File: config.mk
export PLATFORM = sky130hd
export DESIGN_NAME = adder_arbiter_32bit
export DESIGN_NICKNAME = d
export VERILOG_FILES = /design/src/rtl/adder_arbiter_32bit.sv
export SDC_FILE = /design/constraint.sdc
export NUM_CORES = 1
export LEC_CHECK = 0
export BUFFER_PORTS_ARGS = -buffer_cell sky130_fd_sc_hd__buf_2
export CORE_AREA = 2 2 124 175
export DETAILED_ROUTE_END_ITERATION = 10
export DIE_AREA = 0 0 126 177
export SKIP_CTS_REPAIR_TIMING = 1
export SLEW_MARGIN = 20
export SYNTH_ARGS = -nofsm -noshare
export SYNTH_HDL_FRONTEND = slang
export SYNTH_SLANG_ARGS = --single-unit
File: constraint.sdc
create_clock -name clk -period 17.95 [get_ports clk]
set_input_delay 4.4875 -clock clk [delete_from_list [all_inputs] [get_ports clk]]
set_output_delay 4.4875 -clock clk [all_outputs]
set_load 0.01 [all_outputs]
File: src/rtl/adder_arbiter_32bit.sv
// Two-requester round-robin arbiter in front of a multi-cycle 32-bit ripple-carry adder.
// Optional feature macro: OVERFLOW_FLAG_EN adds a registered two's-complement overflow output (ovf).
module adder_arbiter_32bit #(
    parameter int LAT = 2
) (
    input  logic        clk,
    input  logic        rst,
    input  logic        req0,
    input  logic        req1,
    input  logic [31:0] a0,
    input  logic [31:0] b0,
    input  logic [31:0] a1,
    input  logic [31:0] b1,
    input  logic        cin0,
    input  logic        cin1,
    output logic        gnt0,
    output logic        gnt1,
    output logic        busy,
    output logic        done,
    output logic        done_id,
    output logic [31:0] sum,
    output logic        c_out
`ifdef OVERFLOW_FLAG_EN
    ,
    output logic        ovf
`endif
);

    typedef enum logic [1:0] {
        IDLE = 2'd0,
        CALC = 2'd1,
        DONE = 2'd2
    } state_t;

    localparam logic [3:0] LAST_CNT = 4'(LAT - 1);

    state_t      state;
    state_t      state_next;
    logic [3:0]  cnt;
    logic        last_id;
    logic [31:0] op_a;
    logic [31:0] op_b;
    logic        op_cin;
    logic        op_id;
    logic [31:0] raw_sum;
    logic        raw_cout;
    logic        calc_last;
    logic        grant_any;

    // Tie goes to the requester that did not win last time (last_id).
    always_comb begin
        // NOTE: every combinational output gets a default first so no path leaves it unassigned and infers a latch.
        gnt0 = 1'b0;
        gnt1 = 1'b0;
        if (!rst && state == IDLE) begin
            gnt0 = req0 && (!req1 || last_id);
            gnt1 = req1 && (!req0 || !last_id);
        end
    end

    assign grant_any = gnt0 || gnt1;
    assign calc_last = (state == CALC) && (cnt == LAST_CNT);

    always_ff @(posedge clk or posedge rst) begin
        // NOTE: sequential state uses non-blocking assignments so every register samples pre-edge values.
        if (rst) begin
            state <= IDLE;
        end else begin
            state <= state_next;
        end
    end

    always_comb begin
        state_next = state;
        busy       = 1'b0;
        done       = 1'b0;
        case (state)
            IDLE: begin
                if (grant_any) begin
                    state_next = CALC;
                end
            end
            CALC: begin
                busy = 1'b1;
                if (calc_last) begin
                    state_next = DONE;
                end
            end
            DONE: begin
                busy       = 1'b1;
                done       = 1'b1;
                state_next = IDLE;
            end
            default: begin
                state_next = IDLE;
            end
        endcase
    end

    always_ff @(posedge clk or posedge rst) begin
        if (rst) begin
            cnt <= 4'd0;
        end else if (state == CALC && !calc_last) begin
            cnt <= cnt + 4'd1;
        end else begin
            cnt <= 4'd0;
        end
    end

    always_ff @(posedge clk or posedge rst) begin
        if (rst) begin
            last_id <= 1'b1;
        end else if (grant_any) begin
            last_id <= gnt1;
        end
    end

    // Operand capture decouples the adder from the ports for the whole operation.
    always_ff @(posedge clk or posedge rst) begin
        // NOTE: the capture registers are reset too, so the adder never settles on power-up garbage.
        if (rst) begin
            op_a   <= 32'd0;
            op_b   <= 32'd0;
            op_cin <= 1'b0;
            op_id  <= 1'b0;
        end else if (grant_any) begin
            op_a   <= gnt1 ? a1 : a0;
            op_b   <= gnt1 ? b1 : b0;
            op_cin <= gnt1 ? cin1 : cin0;
            op_id  <= gnt1;
        end
    end

    // Explicit ripple-carry chain; LAT cycles are budgeted for it to settle.
    always_comb begin
        logic c;
        // NOTE: blocking assignments here are intentional: the carry variable is rewritten each bit position.
        c       = op_cin;
        raw_sum = 32'd0;
        for (int i = 0; i < 32; i++) begin
            raw_sum[i] = op_a[i] ^ op_b[i] ^ c;
            c          = (op_a[i] & op_b[i]) | (c & (op_a[i] ^ op_b[i]));
        end
        raw_cout = c;
    end

    always_ff @(posedge clk or posedge rst) begin
        if (rst) begin
            sum     <= 32'd0;
            c_out   <= 1'b0;
            done_id <= 1'b0;
        end else if (calc_last) begin
            sum     <= raw_sum;
            c_out   <= raw_cout;
            done_id <= op_id;
        end
    end

`ifdef OVERFLOW_FLAG_EN
    always_ff @(posedge clk or posedge rst) begin
        if (rst) begin
            ovf <= 1'b0;
        end else if (calc_last) begin
            ovf <= (op_a[31] == op_b[31]) && (raw_sum[31] != op_a[31]);
        end
    end
`endif

endmodule

# --- Yosys cells after proc, flatten, opt, wreduce, memory -nomap -nowiden ---
# Index checks and enable logic that the tools add are counted.
word_totals:
  regBits: 107
  inputBits: 134
  output_inout_bits: 38
  word_cells: 203
op_classes:
  addsub: 1
  eq_ne: 5
  muxes: 11
  bitwise_logic: 160
  reduce_logical: 16
ops:
  columns: ["op", "count"]
  rows:
  - ["$and A1 B1 Y1", 64]
  - ["$mux W32", 2]
  - ["$xor A1 B1 Y1", 64]
  - ["$or A1 B1 Y1", 32]
  - ["$logic_and A1 B1 Y1", 5]
  - ["$logic_not A1 Y1", 5]
  - ["$mux W1", 5]
  - ["$add A4 B1 Y4 const B", 1]
  - ["$eq A4 B1 Y1 const B", 1]
  - ["$mux W2", 2]
  - ["$mux W4", 1]
  - ["$ne A2 B2 Y1 const B", 2]
  - ["$pmux W2 S2", 1]
  - ["$logic_or A1 B1 Y1", 3]
  - ["$eq A2 B1 Y1 const B", 1]
  - ["$eq A2 B2 Y1 const B", 1]
  - ["$logic_not A2 Y1", 1]
  - ["$reduce_and A2 Y1", 1]
  - ["$reduce_or A2 Y1", 1]

# --- Longest topological paths before layout ---
# Gate-level depths: netlist of the first run.
logic_depth:
  depth_word: 65
  ltp_mapped: 36
  mapped_depth_nobuf: 36

# --- Worst setup path before layout of the first run ---
# OpenSTA, ideal clock, no wires.
synth_path:
  path_kind: "reg-to-reg"
  from: "register op_a[0]"
  to: "register sum[31]"
  setup_time_ns: 0.083
  t_arrival_ns: 12.609
  required_time_ns: 17.867
  slack_ns: 5.258
  stages_incl_launch_ff: 37
  cell_sequence: "dfrtp_1 > fa_1 > fa_1 > fa_1 > fa_1 > fa_1 > fa_1 > fa_1 > fa_1 > fa_1 > inv_1 > fa_1 > inv_1 > fa_1 > fa_1 > fa_1 > fa_1 > fa_1 > fa_1 > fa_1 > fa_1 > fa_1 > fa_1 > fa_1 > fa_1 > fa_1 > fa_1 > fa_1 > fa_1 > fa_1 > fa_1 > fa_1 > fa_1 > fa_1 > inv_1 > fa_1 > o21ai_0"
synth_via:
  elab_chain_len: 64
synth_rtl:
  columns: ["item", "line", "text"]
  rows:
  - ["from (decl)", "41", "logic [31:0] op_a;"]
  - ["from (signal assigned)", "127", "op_a <= gnt1 ? a1 : a0;"]
  - ["$xor A1 B1 Y1", "142", "c = (op_a[i] & op_b[i]) | (c & (op_a[i] ^ op_b[i]));"]
  - ["$and A1 B1 Y1", "142", null]
  - ["$or A1 B1 Y1 *", "142", null]
  - ["$and A1 B1 Y1 *", "142", null]
  - ["$or A1 B1 Y1 *", "142", null]
  - ["$and A1 B1 Y1 *", "142", null]
  - ["$or A1 B1 Y1 *", "142", null]
  - ["$and A1 B1 Y1 *", "142", null]
  - ["(+48 left out)", null, null]
  - ["$or A1 B1 Y1 *", "142", null]
  - ["$and A1 B1 Y1 *", "142", null]
  - ["$or A1 B1 Y1 *", "142", null]
  - ["$and A1 B1 Y1 *", "142", null]
  - ["$or A1 B1 Y1 *", "142", null]
  - ["$and A1 B1 Y1 *", "142", null]
  - ["$or A1 B1 Y1 *", "142", null]
  - ["$xor A1 B1 Y1 *", "141", "raw_sum[i] = op_a[i] ^ op_b[i] ^ c;"]
  - ["to (signal assigned)", "153", "sum <= raw_sum;"]
  - ["to (decl)", "21", "output logic [31:0] sum,"]
# Every way passes the cells marked *; elsewhere a longest branch is shown, timed or not.
# A chain may end at the register's enable or synchronous reset.

# --- Worst setup path in the final report of the first run ---
# Same ends and word-level chain as after synthesis.

==> metrics.yaml, run 1 <==
timing:
  worst_slack_ns: 4.592
  maxSlewViolCount: 0
  relSlewSlack: 0.4463
  tns_ns: 0
  hold_violations: 0
  fin_skew_ns: 0.01388
  period_minus_slack_ns: 13.36
  fmax_mhz: 74.86
  setup_viol: 0
  rsz0062_at_grt: "false"
  period_share: 0.7442
  worst_slew_pin_slew_ns: 0.8306
layout:
  nets: 897
  drive_gt1_frac: 0.2716
  final_cells: 989
  final_area_um2: 6668
  multiInputGateArea_um2: 2392
  area_growth_pct: 25.33
  regArea_um2: 2679
  fillCellCount: 2235
  n_antenna_cell: 0
clock_network:
  clockBufferDepth: 2
  clock-sinks: 107
  clock_latency_ns: 0.35
  tritoncts: "yes"
  cts_root_buf: "clkbuf_16"
  htree_levels: 3
  cts.reportedPaths.clkPinSlew_ns: 0.07
  numCtsBuffers: 9
critical_path:
  path_common_cell: "fa_1"
  r2r-start: "op_a[0]"
  critPathMaxStageDelay_ns: 0.46
  cp-start-kind: "flop"
  path_max_fanout: 2
  endpoint: "sum[31]"
  rr_endpoint: "sum[31]"
  cp-end-kind: "flop"
  r2r.worst_path.cells: 36
  r2r_slack_ns: 4.59
  crit_type: "flop to flop"
  critPathLaunch: "op_a[0]"
  crit_arrival_ns: 13.61
  cpMaxStageDelayCell: "fa_1"
  required_ns: 18.20
floorplan:
  core_um2: 20810
  chipHeight_um: 177
  start_util: 0.2557
  die-area_um2: 22300
  row_count: 63
  num_io_pins: 172
  die_width_um: 126
detailed_routing:
  route.antenna.remaining_nets: 0
  wl_per_cell_um: 14.19
  viasPerCell: 4.370
  drtIter0Drc: 217
  wirelength_um: 14040
  vias: 4322
  first_pass_iters: 4
  drc: 0
place:
  io_buffers: 171
  dp_cells: 974
  routabilityCongestion: 0.7502
  dp_hpwl_um: 10290
  place_ws_ns: 4.577
  placed_cell_area_um2: 6336
synthesis:
  synth_cell_types: 25
  synth_cells: 574
  synth.top_cell.area_share: 0.4986
  syn-num-nets: 746
  yosys.area.top_type: "dfrtp_1"
  yosysWarnings: 0
  ys_ff_latch: 107
  synth_edf_count: 0
  synth.cell_area_um2: 5320
  synth_seq_area_share: 0.5035
  async_reset_ff_frac: 1.000
  ys.flop_type: "dfrtp_1"
  netlist_top_cells_area: "dfrtp_1, nand2_1, fa_1"
  postSynthAreaPerCell_um2: 9.268
global_routing:
  grt_remaining_overflow: 0
  grt_pass1_wl_um: 22480
  grt_usage: 0.1301
  grt_max_degree: 77
  antenna_found_initial: 0
  grt_pass1_vias: 4386
power:
  power_mw: 1.119
  peakVddDrop_mv: 0.04657
  seq_power_share: 0.399
  power_density_nw_per_um2: 167.8
  p_sw_uw: 432.1
  power_frac_clock: 0.199
  p_sw_frac: 0.3862
  internal-power_uw: 686.5
  p_leak_nw: 3.244
  p_comb_frac: 0.403
status:
  status: "complete, no violations"
job:
  drv_cap: 0
min_path:
  hp-class: "flop to flop"
  worstHoldStart: "last_id"
-- cells in the mapped netlist (2+ instances only) --
library cell / number
nor2_1: 65
buf_4: 3
dfrtp_1: 106
xnor2_1: 2
o211ai_1: 4
nand3_1: 6
clkbuf_1: 7
fa_1: 32
and2_1: 2
o21ai_0: 4
a31oi_1: 61
nand2b_1: 2
buf_2: 20
nand2_1: 229
inv_1: 12
buf_6: 5
ha_1: 6
-- state kept, by name (all words and copies together), names as in the netlist --
register  flops
done_id       1
state         2
last_id       1
cnt           4
op_a         32
c_out         1
op_b         32
op_id         1
sum          32
op_cin        1
-- layer usage --
metal	vias up	global-route usage	wire length [um]
li1	2134	-	-
met1	2078	0.1730	6284
met2	95	0.2126	7034
met3	15	0.01723	419
met4	0	0.05723	299
met5	-	0	0
-- placed cells by master, fill, tap and decap left out --
cell type | synthesis | final
a22o_1 | 1 | 1
a31oi_1 | 61 | 61
and2_1 | 2 | 2
and2b_4 | 0 | 1
buf_2 | 20 | 171
buf_4 | 3 | 4
bufinv_16 | 0 | 3
clkbuf_1 | 7 | 1
clkbuf_16 | 0 | 9
clkinv_2 | 0 | 1
clkinvlp_4 | 0 | 1
dfrtp_1 | 106 | 106
dfstp_2 | 1 | 1
fa_1 | 32 | 32
ha_1 | 6 | 6
inv_1 | 12 | 11
inv_4 | 0 | 2
mux2_2 | 1 | 1
nand2_1 | 229 | 228
nand2_2 | 0 | 1
nand2b_1 | 2 | 2
nand3_1 | 6 | 6
nand3_2 | 1 | 1
nor2_1 | 65 | 65
nor2b_4 | 1 | 1
nor3b_2 | 1 | 1
o211ai_1 | 4 | 4
o21ai_0 | 4 | 4
xnor2_1 | 2 | 2
-- logic make-up after synthesis --
kind of cell	share of synthesized area
AOI/OAI and AO/OA	0.08279
xor gates and xnor gates	0.003293
muxes	0.002117
buffers and inverters	0.04774
adders and majority gates	0.1345
DFF	0.5035
and+or+nand+nor	0.2260
-- area by class of cell --
| cell class | count | share of cell area |
|---|---|---|
| Clock buffer | 10 | 0.03434 |
| Inverter | 13 | 0.008069 |
| Timing Repair Buffer | 175 | 0.1329 |
| Multi-Input combinational cell | 419 | 0.3588 |
| Tap cell | 260 | 0.04879 |
| Sequential cell | 107 | 0.4018 |
| Clock inverter | 5 | 0.01539 |
-- stage by stage --
step,hold WS (ns),utilization
global route,0.4957,0.3204
finish,0.4680,0.3204
global placement,0.4546,0.3044
detailed placement,0.4575,0.3045
CTS,0.4717,0.3204
floorplan,0.4386,-
-- critical path, delay by kind of cell, from the launching register on --
| family | cells | cell delay [ns] |
|---|---|---|
| fa+ha+maj | 32 | 12.48 |
| flops | 1 | 0.41 |
| buf+inv | 3 | 0.21 |
| compound gates | 1 | 0.15 |
-- power groups by stage --
| stage | combinational (mW) | sequential [mW] | clock [mW] |
|---|---|---|---|
| after global placement | 0.449 | 0.452 | 0 |
| after floorplan | 0.306 | 0.448 | 0 |
| after CTS | 0.458 | 0.451 | 0.230 |
| final | 0.450 | 0.446 | 0.222 |
| after global routing | 0.535 | 0.464 | 0.240 |
| after detailed placement | 0.456 | 0.455 | 0 |
-- worst min-delay path by stage --
stage,endpoint,cells after the start
after floorplan,done_id,2
after CTS,last_id,2
after global routing,last_id,2
after detailed placement,sum[22],2
after global placement,sum[22],2
final,last_id,2
(Power assumes the default switching activity.)
==> run 2, diff against run 1 <==
Clock period 17.95 ns to 12.4 ns, I/O delays scaled along.
==> run 2 against run 1 <==
  * Final cell count did not move
  * Flip-flop and latch count stayed put
  * Fmax up 11%
  * Combinational power is 50% higher
  * Utilization up 0.23 points
  * Total power is 46% higher
  * First-iteration DRC count fell by 34%
  * Via count is 0.35% lower
  * Clock skew fell by 0.0021 ns
  * Critical path depth stayed put
  * Final area up 0.71%
  * Register-to-register slack worse by 4.2 ns
==> metrics.yaml, run 2 (synthesis results as in run 1) <==
detailed_routing:
  route.antenna.remaining_nets: 0
  first_pass_iters: 4
  drtIter0Drc: 144
  vias: 4307
  wirelength_um: 14120
  drc: 0
  viasPerCell: 4.355
  wl_per_cell_um: 14.28
job:
  drv_cap: 0
timing:
  hold_violations: 0
  setup_viol: 0
  tns_ns: 0
  relSlewSlack: 0.3961
  fin_skew_ns: 0.01182
  fmax_mhz: 83.20
  worst_slew_pin_slew_ns: 0.9048
  maxSlewViolCount: 0
  period_share: 0.9693
  period_minus_slack_ns: 12.02
critical_path:
  crit_type: "flop to flop"
  required_ns: 12.66
  crit_arrival_ns: 12.28
  path_common_cell: "fa_2"
  path_max_fanout: 2
  cp-start-kind: "flop"
  cpMaxStageDelayCell: "dfrtp_1"
  cp-end-kind: "flop"
  critPathMaxStageDelay_ns: 0.41
layout:
  layout_common_cells: "nand2_1, buf_2, dfrtp_1, nor2_1, a31oi_1"
  n_antenna_cell: 0
  final_common_cell: "nand2_1"
  top_regs: "op_a (32), op_b (32), sum (32)"
  nets: 897
  fin_util: 0.3227
  final_area_um2: 6715
  final_cells: 989
  area_growth_pct: 26.22
  drive_gt1_frac: 0.3114
floorplan:
  row_count: 63
  chipHeight_um: 177
  die-area_um2: 22300
  num_io_pins: 172
  start_util: 0.2557
  core_um2: 20810
  die_width_um: 126
clock_network:
  cts.reportedPaths.clkPinSlew_ns: 0.07
  cts_root_buf: "clkbuf_16"
  clock_latency_ns: 0.35
  tritoncts: "yes"
  clock-sinks: 107
  clockBufferDepth: 2
  numCtsBuffers: 9
  htree_levels: 3
global_routing:
  antenna_found_initial: 0
  grt_remaining_overflow: 0
  grt_usage: 0.1294
  grt_pass1_wl_um: 22450
  grt_pass1_vias: 4365
  grt_max_degree: 69
place:
  placed_cell_area_um2: 6347
  io_buffers: 171
  dp_cells: 973
  routabilityCongestion: 0.7480
  dp_hpwl_um: 10280
power:
  peakVddDrop_mv: 0.06782
  power_density_nw_per_um2: 243.6
  p_leak_nw: 3.218
status:
  status: "complete, no violations"
min_path:
  hp-class: "flop to flop"
==> run 2: power breakdown <==
part / internal [mW] / leakage, nW / switching (mW)
Combinational: 0.301 / 1.83 / 0.372
Clock: 0.177 / 0.146 / 0.130
Sequential: 0.518 / 1.25 / 0.139
Total: 0.995 / 3.22 / 0.641
==> run 2: metrics by stage <==
stage / power (mW) / hold WS (ns) / setup slack, ns
after detailed placement: 1.328 / 0.4572 / -0.6504
after floorplan: 1.098 / 0.4386 / 0.02765
after global placement: 1.308 / 0.4536 / -0.5148
after CTS: 1.644 / 0.4717 / -0.6946
final: 1.636 / 0.4692 / 0.3804
after global routing: 1.815 / 0.4977 / -0.0009308
==> run 2: routing by layer <==
layer | global-route usage | vias to the layer above | part of all wire
li1 | - | 2140 | -
met1 | 0.1634 | 2059 | 0.43
met2 | 0.2216 | 94 | 0.52
met3 | 0.02207 | 14 | 0.033
met4 | 0.04945 | 0 | 0.018
met5 | 0 | - | 0
==> run 2: layout make-up <==
| cell class | count | area, um2 |
|---|---|---|
| clock buffer | 11 | 232.7 |
| clock inverter | 4 | 76.32 |
| fill | 2254 | 14090 |
| inverter | 13 | 52.55 |
| multi-input combinational | 419 | 2464 |
| sequential | 107 | 2679 |
| tap | 260 | 325.3 |
| timing repair buffer | 175 | 885.9 |
==> run 2: critical path: cells and delay by family (launching register included) <==
| kind | cells | cell delay [ns] |
|---|---|---|
| AO/OA/AOI/OAI | 1 | 0.13 |
| adder cells (fa/ha/maj) | 32 | 11.18 |
| buffers and inverters | 3 | 0.20 |
| flip-flops | 1 | 0.41 |
==> run 2: path summary, 6_finish.rpt <==
kind	to	slack [ns]	from	cells after the start
min in group asynchronous	op_a[31]	2.86	rst	2
setup / recovery	sum[31]	0.38	op_a[0]	36
hold reg to reg	sum[15]	0.47	sum[15]	2
max in group asynchronous	sum[27]	8.35	rst	3
setup reg to reg	sum[31]	0.38	op_a[0]	36
hold / removal	sum[15]	0.47	sum[15]	2
